## src/rtl/lycalo_trig_shaper.sv

```systemverilog
// Trigger shaper: selects a LYCALO trigger source, prescales its rising edges, and emits one dead-time-protected pulse per accepted edge.
// Latency: TRGOUT one cycle after the accepted edge. PEAKVALID/TRGPEAK G cycles after it, where G = max(GATELEN,1).
// Backpressure: none. Edges that arrive during the gate window or the holdoff are counted in RAWCOUNT and then dropped.
//
// Ports: CLK/RST (sync, active-high); ENABLE, CNTCLR control inputs; LYCALOTRG/LYCALOORTRG/LYCALOQSUM from the
// LYCALO block; SRCSEL, PRESCALE, GATELEN, HOLDOFF configuration; TRGOUT, BUSY, TRGPEAK, PEAKVALID,
// RAWCOUNT, TRGCOUNT registered outputs.
module lycalo_trig_shaper #(
    parameter int QW = 20,
    parameter int CW = 32
) (
    input  logic                 CLK,
    input  logic                 RST,
    input  logic                 ENABLE,
    input  logic                 CNTCLR,
    input  logic                 LYCALOTRG,
    input  logic                 LYCALOORTRG,
    input  logic signed [QW-1:0] LYCALOQSUM,
    input  logic [1:0]           SRCSEL,
    input  logic [15:0]          PRESCALE,
    input  logic [7:0]           GATELEN,
    input  logic [15:0]          HOLDOFF,
    output logic                 TRGOUT,
    output logic                 BUSY,
    output logic signed [QW-1:0] TRGPEAK,
    output logic                 PEAKVALID,
    output logic [CW-1:0]        RAWCOUNT,
    output logic [CW-1:0]        TRGCOUNT
);

    typedef enum logic [1:0] {ST_IDLE, ST_GATE, ST_HOLD} state_t;

    state_t               state_q, state_d;
    logic                 sd_q;
    logic [15:0]          pcnt_q, pcnt_d;
    logic [7:0]           gcnt_q, gcnt_d;
    logic [15:0]          hcnt_q, hcnt_d;
    logic signed [QW-1:0] peak_q, peak_d;
    logic signed [QW-1:0] trgpeak_q, trgpeak_d;
    logic                 trgout_q, trgout_d;
    logic                 pv_q, pv_d;
    logic                 busy_q, busy_d;
    logic [CW-1:0]        raw_q, raw_d;
    logic [CW-1:0]        trg_q, trg_d;

    logic                 src;
    logic                 src_edge;
    logic                 cand;
    logic                 accept;
    logic [7:0]           glen;
    logic signed [QW-1:0] qmax;

    always_comb begin
        case (SRCSEL)
            2'd0:    src = LYCALOTRG;
            2'd1:    src = LYCALOORTRG;
            2'd2:    src = LYCALOTRG & LYCALOORTRG;
            default: src = LYCALOTRG | LYCALOORTRG;
        endcase
    end

    assign src_edge = src & ~sd_q;
    assign cand     = src_edge & ENABLE;
    assign glen     = (GATELEN == 8'd0) ? 8'd1 : GATELEN;
    // Signed running maximum including the current sample; this compare is the critical path.
    assign qmax     = (LYCALOQSUM > peak_q) ? LYCALOQSUM : peak_q;

    always_comb begin
        state_d   = state_q;
        pcnt_d    = pcnt_q;
        gcnt_d    = gcnt_q;
        hcnt_d    = hcnt_q;
        peak_d    = peak_q;
        trgpeak_d = trgpeak_q;
        trgout_d  = 1'b0;
        pv_d      = 1'b0;
        accept    = 1'b0;

        case (state_q)
            ST_IDLE: begin
                if (cand) begin
                    if (pcnt_q >= PRESCALE) begin
                        accept = 1'b1;
                        pcnt_d = 16'd0;
                    end else begin
                        pcnt_d = pcnt_q + 16'd1;
                    end
                end
                if (accept) begin
                    trgout_d = 1'b1;
                    if (glen == 8'd1) begin
                        // A one-sample window closes in the same cycle that it opens.
                        trgpeak_d = LYCALOQSUM;
                        pv_d      = 1'b1;
                        if (HOLDOFF != 16'd0) begin
                            state_d = ST_HOLD;
                            hcnt_d  = HOLDOFF;
                        end
                    end else begin
                        state_d = ST_GATE;
                        peak_d  = LYCALOQSUM;
                        gcnt_d  = glen - 8'd1;   // samples still to take after this one
                    end
                end
            end
            ST_GATE: begin
                peak_d = qmax;
                if (gcnt_q == 8'd1) begin
                    trgpeak_d = qmax;
                    pv_d      = 1'b1;
                    if (HOLDOFF != 16'd0) begin
                        state_d = ST_HOLD;
                        hcnt_d  = HOLDOFF;
                    end else begin
                        state_d = ST_IDLE;
                    end
                end else begin
                    gcnt_d = gcnt_q - 8'd1;
                end
            end
            ST_HOLD: begin
                if (hcnt_q <= 16'd1) begin
                    state_d = ST_IDLE;
                end else begin
                    hcnt_d = hcnt_q - 16'd1;
                end
            end
            default: state_d = ST_IDLE;
        endcase

        busy_d = (state_d != ST_IDLE);

        // A clear has priority over a count in the same cycle. Both counters saturate.
        if (CNTCLR)
            raw_d = '0;
        else if (cand && (raw_q != '1))
            raw_d = raw_q + CW'(1);
        else
            raw_d = raw_q;

        if (CNTCLR)
            trg_d = '0;
        else if (accept && (trg_q != '1))
            trg_d = trg_q + CW'(1);
        else
            trg_d = trg_q;
    end

    always_ff @(posedge CLK) begin
        if (RST) begin
            state_q   <= ST_IDLE;
            sd_q      <= 1'b1;     // a source already high at reset release is not an edge
            pcnt_q    <= '0;
            gcnt_q    <= '0;
            hcnt_q    <= '0;
            peak_q    <= '0;
            trgpeak_q <= '0;
            trgout_q  <= 1'b0;
            pv_q      <= 1'b0;
            busy_q    <= 1'b0;
            raw_q     <= '0;
            trg_q     <= '0;
        end else begin
            state_q   <= state_d;
            sd_q      <= src;
            pcnt_q    <= pcnt_d;
            gcnt_q    <= gcnt_d;
            hcnt_q    <= hcnt_d;
            peak_q    <= peak_d;
            trgpeak_q <= trgpeak_d;
            trgout_q  <= trgout_d;
            pv_q      <= pv_d;
            busy_q    <= busy_d;
            raw_q     <= raw_d;
            trg_q     <= trg_d;
        end
    end

    assign TRGOUT    = trgout_q;
    assign BUSY      = busy_q;
    assign TRGPEAK   = trgpeak_q;
    assign PEAKVALID = pv_q;
    assign RAWCOUNT  = raw_q;
    assign TRGCOUNT  = trg_q;

endmodule

```

## config.mk

```make
export PLATFORM = sky130hd
export DESIGN_NAME = lycalo_trig_shaper
export DESIGN_NICKNAME = d
export VERILOG_FILES = /design/src/rtl/lycalo_trig_shaper.sv
export SDC_FILE = /design/constraint.sdc
export NUM_CORES = 1
export LEC_CHECK = 0
export CAP_MARGIN = 25
export CORE_ASPECT_RATIO = 1.2
export CORE_MARGIN = 10
export CORE_UTILIZATION = 57
export CTS_CLUSTER_DIAMETER = 120
export CTS_CLUSTER_SIZE = 16
export DETAILED_ROUTE_END_ITERATION = 7
export PLACE_DENSITY = 0.86
export SLEW_MARGIN = 10
export SYNTH_ARGS = -nofsm -noshare
export SYNTH_HDL_FRONTEND = slang
export SYNTH_SLANG_ARGS = --single-unit
```

## constraint.sdc

```tcl
create_clock -name CLK -period 3.9 [get_ports CLK]
set_clock_uncertainty 0.15 [all_clocks]
set_input_delay 0.585 -clock CLK [delete_from_list [all_inputs] [get_ports CLK]]
set_output_delay 0.585 -clock CLK [all_outputs]
set_load 0.02 [all_outputs]
```

==> implementation parameters <==
Parameter                              Value

Status
  Outcome ... complete, no violations

Yosys
  Parity-gate share of the synthesized area counting xor and xnor cells ... 0.0738
  Count of flip-flops with a built-in enable after synthesis ... 0
  Cells after Synth ... 993
  Sequential-to-total area share from yosys stat ... 0.367
  Top cells by area in the synthesized netlist ... dfxtp_1, ha_1, nor2_1
  Synthesized flop and latch total ... 150
  Syn_nets ... 1106
  Adder and majority cell fraction of the synthesized area ... 0.0687
  Share of synthesized area spent on multiplexers ... 0.0501
  Count leader, synth ... dfxtp_1
  Post-Synthesis Mean Instance Area ... between 8 and 9 um2
  Library cells used by synthesis ... 68
  Share of the synthesized area in the top cell type ... 0.367
  Synthesized area ... 8190 um2
  Share of synthesized registers carrying an async set or reset ... 0
  Combinational family with the most area after synthesis ... simple AND/OR/NAND/NOR gates
  Post-synthesis compound-gate area fraction ... 0.132
  Leading post-synthesis cells by instance count ... dfxtp_1, nor2_1, nand2_1
  Commonest register cell after synthesis ... dfxtp_1
  Count of yosys warnings during synthesis ... 0
  Largest area contributor in the synthesized netlist ... dfxtp_1
  Post-Synth Simple-Gate Area ... 0.258

Global routing
  Initial antenna violation count ... 0
  Maximum number of pins on one net before global-route repair ... between 70 and 80
  Total track usage ... 0.212
  Wire length of the first global-routing pass ... approximately 34000 um
  Global route overflow ... 0
  Vias in the first global route ... 7246

Power and ir drop
  Power per standard cell area ... around 310 nW/um2
  Peak supply drop ... ~0.25 mV
  Post-layout total power ... between 3000 and 4000 uW
  Static leakage power ... 0.00376 uW

Die
  Core area ... about 14000 um2
  DIE WIDTH ... ~130 um
  Starting utilization of the core area ... 0.588
  Die ar. ... about 20000 um2
  Height of the die ... ~150 um
  Boundary Pins ... 155
  Number of cell rows ... between 40 and 50

Cells and area
  Fraction of layout instances using a drive strength above 1 ... 0.0587
  Antenna Cells ... 0
  Area of all placed cells without fillers ... 10400 um2
  Fill cells ... ~1100
  Layout Nets ... 1242
  Area added between synthesis and finish ... 27.2%

Detailed routing
  Total Wirelength ... between 20000 and 25000 um
  Drt first pass iters ... 5
  Detail Route Antenna Nets ... 0
  Remaining design rule violation count ... 0
  Initial detailed-routing violation count ... about 560
  Total via count in the routed design ... approximately 7500
  Routed length per instance ... about 16 um
  Mean number of vias per cell ... roughly 5.7

Setup path
  Delay-heaviest family, CP ... compound AO/OA/AOI/OAI gates
  Logic depth of the worst register-to-register path ... 11
  Count of cell instances traversed by the critical path ... 12
  Startpoint of the lowest-slack register-to-register path ... pcnt_q[0]
  Crit. Startpoint ... PRESCALE[15]
  Crit end category ... flop
  Stage delay of the slowest cell on the critical path ... between 0.4 and 0.5 ns
  Cells along the critical path ... clkdlybuf4s50_1, inv_1, ha_1, a21oi_1, o21ai_0, a2111oi_1, o21ai_2, and3_1, a32oi_2, buf_12, mux2i_1, nor2_1
  Largest fanout on the critical path ... 20
  Buf/Inv on CP ... 3
  Crit-path slowest cell ... clkdlybuf4s50_1
  CP arrival ... roughly 3.4 ns
  WS Path Type ... input pin to flop
  Worst-case register-to-register setup slack ... between 0.8 and 0.9 ns
  Nature of the critical path startpoint ... input pin
  Worst path required time ... slightly above 4 ns

STA
  Post-route worst setup slack ... between 0.6 and 0.7 ns
  Endpoints failing setup ... 0
  Max Fclk ... roughly 310 MHz
  Hold WS ... approximately 0.33 ns
  Setup repair after global routing missed its margin ... no
  Least-Margin Pin Slew ... ~0.98 ns
  Setup TNS Final ... 0 ns
  Final critical delay including setup and external delays ... between 3 and 4 ns
  Relative max-transition margin ... 0.348
  Hold violation total from the final report ... 0
  Period Utilization, post-route ... 0.838
  Number of max-slew violations in the final report ... 0

Place
  Port Buf Inserts ... roughly 150
  Placed wire-length estimate after detailed placement ... between 15000 and 20000 um
  Routability Congestion ... about 0.85
  Total cell area at the placement stage ... slightly below 10000 um2
  Pre-CTS setup slack ... a little under 0.2 ns

Clock tree
  Number of buffers created by CTS ... 17
  CTS root buf ... clkbuf_16
  Clock tree from TritonCTS ... built
  Skew-Pair Late Insertion Delay ... ~0.43 ns
  Postcts setup bufs ... 0
  Clock tree buffer depth ... 2
  Post-CTS Hold Buffers ... 0
  CTS HTree Levels ... 4
  Resize count post-CTS ... 0
  Clk slew on worst S/H paths ... around 0.060 ns
  Total clock sinks ... 150

Hold path
  Worst hold stages ... 2
  Path class of the lowest-slack min-delay path ... flop to flop
  Startpoint of the most critical hold path ... hcnt_q[3]

Run
  # Max-Cap Violations ... 0
cell type report:
class                      count  area, um2  share of cell area
tap                          171        214              0.0205
inverter                      52        195              0.0187
multi-input combinational    745       4790               0.459
clock buffer                  19        433              0.0415
timing repair buffer         163       1670               0.160
clock inverter                13        123              0.0118
sequential                   150       3000               0.288
cells by family (layout without fill, tap and decap cells):
group	after synthesis	in the layout
and+or+nand+nor	421	421
xor gates and xnor gates	69	69
AOI/OAI and AO/OA	169	169
adders and majority gates	45	45
muxes	41	41
buffers and inverters	98	247
DFF	150	150
cell usage in the layout (no fill, tap or decap), drive strengths merged, types with 6 or more instances in the layout:
cell             n
a211oi          28
a21o             7
a21oi           53
and2             6
and3            17
and4            15
buf             10
clkbuf          19
clkdlybuf4s50  153
dfxtp          150
ha              45
inv             57
mux2i           41
nand2           84
nand3           35
nand4           29
nor2           140
nor3            33
nor4            17
o21ai           46
or3             19
xnor2           38
xor2            31
sequential cells by signal (all words and copies together) (netlist names):
name / count
sd_q: 1
peak_q: 20
PEAKVALID: 1
state_q: 2
TRGPEAK: 20
TRGOUT: 1
hcnt_q: 16
BUSY: 1
pcnt_q: 16
gcnt_q: 8
TRGCOUNT: 32
RAWCOUNT: 32
metal layers:
| metal | up-vias | routed length, um | global-route usage |
|---|---|---|---|
| li1 | 3773 | - | - |
| met1 | 3498 | 8750 | 0.248 |
| met2 | 234 | 10200 | 0.361 |
| met3 | 42 | 1500 | 0.0535 |
| met4 | 0 | 497 | 0.0878 |
| met5 | - | 0 | 0 |
power by group:
group | switching [uW] | total [uW] | internal, uW
Sequential | 1.59 | 1540 | 1530
Clock | 669 | 1550 | 885
Combinational | 90.9 | 192 | 101
Total | 762 | 3280 | 2520
path summary, 6_finish.rpt:
| check | endpoint |
|---|---|
| worst max register to register | peak_q[13] |
| worst min-delay path | hcnt_q[3] |
| worst min register to register | hcnt_q[3] |
| worst max-delay path | peak_q[13] |
worst reg2reg max path, cell delays in order, from the launching register on:
cell,delay [ns]
dfxtp_1,0.43
inv_1,0.07
ha_1,0.26
nand2b_1,0.13
a2111oi_0,0.48
o21a_1,0.21
o21ai_2,0.12
and3_1,0.26
a32oi_2,0.27
buf_12,0.22
mux2i_1,0.24
nor2_1,0.06
per-stage QoR:
| step | util | std cells |
|---|---|---|
| 4_1_cts | 0.748 | 1313 |
| 6_report | 0.748 | 1313 |
| 2_1_floorplan | - | 993 |
| 5_1_grt | 0.748 | 1313 |
| 3_5_place_dp | 0.708 | 1281 |
| 3_3_place_gp | 0.706 | 1280 |
Power figures use the tool's default switching activity.
==> variant 1, RTL diff (config.mk and constraints unchanged) <==
Make the reset (`RST`) asynchronous in one clocked block.
--- a/src/rtl/lycalo_trig_shaper.sv
+++ b/src/rtl/lycalo_trig_shaper.sv
@@ -146,7 +146,7 @@
             trg_d = trg_q;
     end
 
-    always_ff @(posedge CLK) begin
+    always_ff @(posedge CLK or posedge RST) begin
         if (RST) begin
             state_q   <= ST_IDLE;
             sd_q      <= 1'b1;     // a source already high at reset release is not an edge
Function: differs if RST is asserted again (counterexample within 4 cycles, from zero or initial values and one cycle with RST high); with RST held inactive, the same outputs for 4 cycles.
==> variant 1 against the unedited design <==
Non-clock buffer count up 16; wire length up 7.8%; setup slack worse by 160 ps; sequential cell count unchanged; design area up 6.9%; synthesized area up 5.0%; critical endpoint is now hcnt_q[3].
Power is not compared: it rests on default switching activity, and its combinational part moved more than twofold at a synthesized area within 25%.
==> variant 1: results (changes against the unedited design) <==
Place
The global placer's final weighted congestion is 0.892 (+5.0%). The number of port buffers was 154 (unchanged). The cell area after placement is 10400 um2 (+5.9%). The HPWL after detailed placement was 16.4 mm (+8.4%).

Route
The wire length reported by the detailed router is 22.6 mm (+7.8%). The number of DRC markers after the initial detailed-route iteration was 622 (+12%). The average vias per placed instance is 5.79 (+0.72%). The count of TritonRoute iterations in the first routing pass is 7 (+2).

Clock network
The post-CTS setup buffer count came to 0 (unchanged). The maximum clock path buffer count is 2 (unchanged). The number of gates given a new drive strength after cts is 0 (unchanged).

The clock insertion delay at the later pin of the skew report is 420 ps. The H-tree depth is 4 (unchanged). The number of CTS-inserted buffers is 17 (unchanged).

The buffer type at the clock tree root is clkbuf_16. The clock transition at the registers of the reported paths came to 60 ps (about the same).

GRT
The combined global-route utilization of all metal layers was 0.221 (+0.00945). The initial antenna violation count came to 1 (+1). The maximum number of pins on one net before global-route repair was 82 (+15%). The wire length of the first global-routing pass is 37.7 mm (+9.7%). The via count of the first global-routing pass is 7605 (+5.0%).

Worst setup path
The worst endpoint data arrival time was 3580 ps (+180 ps). The slowest stage of the critical path belongs to the cell or4_1. The type of element launching the critical path is a primary input. The peak per-stage delay on the critical path is 530 ps (+70 ps).

The biggest fanout along the worst timing path is 12 (-40%).

Run status
The run finished with clean final reports.

Yosys
The number of nets in the synthesized netlist is 1079 (-2.4%). After synthesis, the cell types taking the most area are dfrtp_1 43%, ha_1 6.5%, nor2_1 5.2%, xnor2_1 4.0%, nand2_1 3.8%. The post-synthesis sequential area ratio is 0.436 (+0.0699). The fraction of synthesis flops using an asynchronous set or reset pin is 1.00 (+1.00). The count of different cell masters after synthesis is 66 (-2.9%).

The Yosys warning count is 0 (unchanged). Sorting the synthesized cells by how often they occur yields 149 x dfrtp_1, 119 x nor2_1, 88 x nand2_1.

Finish
The total number of nets in the final design was 1237 (-0.40%). The layout cell share with drive strength beyond 1 is 0.0818 (+0.0231).

Worst hold path
The class of the tightest hold or removal check is register to register.

Power
The leakage dissipation is 4.76 nW. The maximum VDD drop is approximately 390 uV. The internal power contribution is around 0.004 W.

STA
The worst max-slew margin expressed relative to the limit came to 0.437 (+0.0883).
[variant 1: changes by cell type in the layout (fill, tap and decap cells not counted), sizes merged, moves of 6 or more]
cell,change
mux2,+20
nor2,-21
o31ai,+6
mux2i,-39
dfxtp,-150
or4,+8
a31oi,+24
buf,+16
xor2,-13
and4,-8
dfrtp,+149
a211oi,-27
[variant 1: worst max-delay path, delay by kind of cell]
family,cells,cell delay (ps)
and+or+nand+nor,4,1340
adders and majority gates,1,240
AOI/OAI and AO/OA,4,740
buffers and inverters,2,680
[variant 1: final cells by class]
class / count / area (um2)
fill: 1039 / 3760
sequential: 150 / 3750
inverter: 59 / 225
antenna: 1 / 2.50
tap: 204 / 255
multi-input combinational: 717 / 4460
timing repair buffer: 179 / 1770
clock inverter: 13 / 218
clock buffer: 19 / 453
[variant 1: power groups by stage]
stage | Combinational, W | Sequential [W] | Clock (W)
floorplan | 0.00122 | 0.00226 | 0
global placement | 0.00190 | 0.00220 | 0
detailed placement | 0.00198 | 0.00222 | 0
CTS | 0.00199 | 0.00219 | 0.00186
global route | 0.00223 | 0.00225 | 0.00194
finish | 0.00200 | 0.00220 | 0.00184
[variant 1: metrics by stage]
step / setup WS [ps] / std cells
final: 467 / 1342
after global routing: 283 / 1342
after CTS: 536 / 1339
after detailed placement: 104 / 1307
after floorplan: 725 / 966
after global placement: 251 / 1307
[variant 1: path summary, 6_finish.rpt]
check                               to  cells after the start  startpoint  slack, ps
max                          hcnt_q[3]                     11  GATELEN[4]        470
min                          gcnt_q[7]                      2   gcnt_q[7]        380
max reg2reg                  peak_q[8]                     10  peak_q[15]        790
min reg2reg                  gcnt_q[7]                      2   gcnt_q[7]        380
max in group asynchronous   peak_q[13]                      3         RST       2190
min in group asynchronous  RAWCOUNT[8]                      2         RST        510
[variant 1: cell families after synthesis]
group | after synthesis | share of synthesized area
simple gates | 401 | 0.229
fa+ha+maj | 45 | 0.0654
buf+inv | 99 | 0.0451
flops | 150 | 0.436
compound gates | 192 | 0.138
mux | 22 | 0.0285
xor+xnor | 57 | 0.0580
[variant 1: metal layers]
layer  GRT usage  up-vias  share of wire
met5           0        -              0
met1       0.267     3757           0.42
met4      0.0748        0          0.018
met3      0.0441       37          0.044
met2       0.385      214           0.52
li1            -     3761              -
==> variant 2, RTL diff (same flow settings) <==
Without the edit above. The parameter `QW` goes from 20 to 10.
--- a/src/rtl/lycalo_trig_shaper.sv
+++ b/src/rtl/lycalo_trig_shaper.sv
@@ -6,7 +6,7 @@
 // LYCALO block; SRCSEL, PRESCALE, GATELEN, HOLDOFF configuration; TRGOUT, BUSY, TRGPEAK, PEAKVALID,
 // RAWCOUNT, TRGCOUNT registered outputs.
 module lycalo_trig_shaper #(
-    parameter int QW = 20,
+    parameter int QW = 10,
     parameter int CW = 32
 ) (
     input  logic                 CLK,
Ports: changed (resized LYCALOQSUM and TRGPEAK); port bits go from 155 to 135. The function was not compared with the original's and may differ.
==> variant 2 against the unedited design <==
Total power is 1.7% lower; sequential share of layout area is 0.74 points lower; sequential cell count is 20 lower; synthesized area is 13% lower; critical endpoint is now TRGCOUNT[31]; design area is 11% lower; critical path depth is 2 lower; worst hold slack worse by 9.2 ps; setup slack better by 53 ps; wire length is 5.6% lower; critical path type unchanged; via count is 7.3% lower.
==> variant 2: results (changes against the unedited design) <==
Place
The HPWL after detailed placement is 14.0 mm (-7.4%). The number of port buffers came to 134 (-13%). The setup slack at placement is 273 ps (+78.9 ps).

The total placed cells including tap cells is 1139 (-11%).

Finish
The number of diodes added for antenna fixing is 1 (+1). The footprint of the flip-flops and latches is 2600 um2 (-13%). The number of inserted filler cells in the final layout is 944 (-11%).

The number of clock-tree buffers in the layout is 23 (+4). The layout cell share with drive strength beyond 1 came to 0.0633 (+0.00463). The non-clock buffer area fraction after layout is 0.156 (-0.00430).

Yosys
By count the netlist is led by 130 x dfxtp_1, 115 x nor2_1, 71 x nand2_1. The synthesized instance count is 878 (-12%). The complex-gate fraction of the synthesized area is 0.168 (+0.0357).

The count of different cell masters after synthesis was 69 (+1.5%). The post-synthesis sequential area ratio is 0.363 (-0.00346).

GRT
The via count of the first global-routing pass is 6733 (-7.1%). The wire length of the first global-routing pass is 32.6 mm (-5.2%). The combined global-route utilization of all metal layers is 0.227 (+0.0158).

The met3 demand-to-capacity share in global routing came to 0.0785 (+0.0250). The maximum number of pins on one net before global-route repair is 44 (-38%).

Worst setup path
The biggest fanout along the worst timing path is 13 (-35%). The number of cells on the worst reg-to-reg path is 8 (-3). The cell type group with the largest total delay on the critical path is simple AND/OR/NAND/NOR gates.

The worst endpoint data arrival time is 3350 ps (-50 ps).

Power
The maximum VDD drop is 296 uV (+18%). The power spent charging and discharging nets is 0.000660 W (-13%).

Route
The routed wire length on met2 was 9.41 mm (-7.6%). The met1 wire length was 8.25 mm (-5.7%). The detail-routed net length per standard cell is 16.8 um (+5.7%).

Run status
The flow ran to the end, and the final reports show no timing, DRC or antenna violations.

Worst hold path
The worst hold path terminates at hcnt_q[14].

STA
The worst hold slack across all endpoints is 322 ps (-9.25 ps).

Clock network
The number of sinks on the clock net is 130 (-13%).
[variant 2: cell types whose count changed after synthesis, moves of 10 or more]
cell | before | now
dfxtp_1 | 150 | 130
ha_1 | 45 | 35
mux2i_1 | 41 | 2
nand2_1 | 83 | 71
nor2_1 | 140 | 115
nor3_1 | 28 | 16
o21ai_0 | 41 | 29
or3_1 | 19 | 9
or4_1 | 1 | 12
xnor2_1 | 38 | 15
xor2_1 | 31 | 55
[variant 2: power by group through the flow]
| stage | clock (W) | sequential [W] | combinational (W) |
|---|---|---|---|
| after floorplan | 0 | 0.00136 | 0.0000751 |
| after global placement | 0 | 0.00136 | 0.000164 |
| after detailed placement | 0 | 0.00136 | 0.000166 |
| after CTS | 0.00174 | 0.00133 | 0.000168 |
| after global routing | 0.00181 | 0.00133 | 0.000185 |
| final | 0.00173 | 0.00133 | 0.000168 |
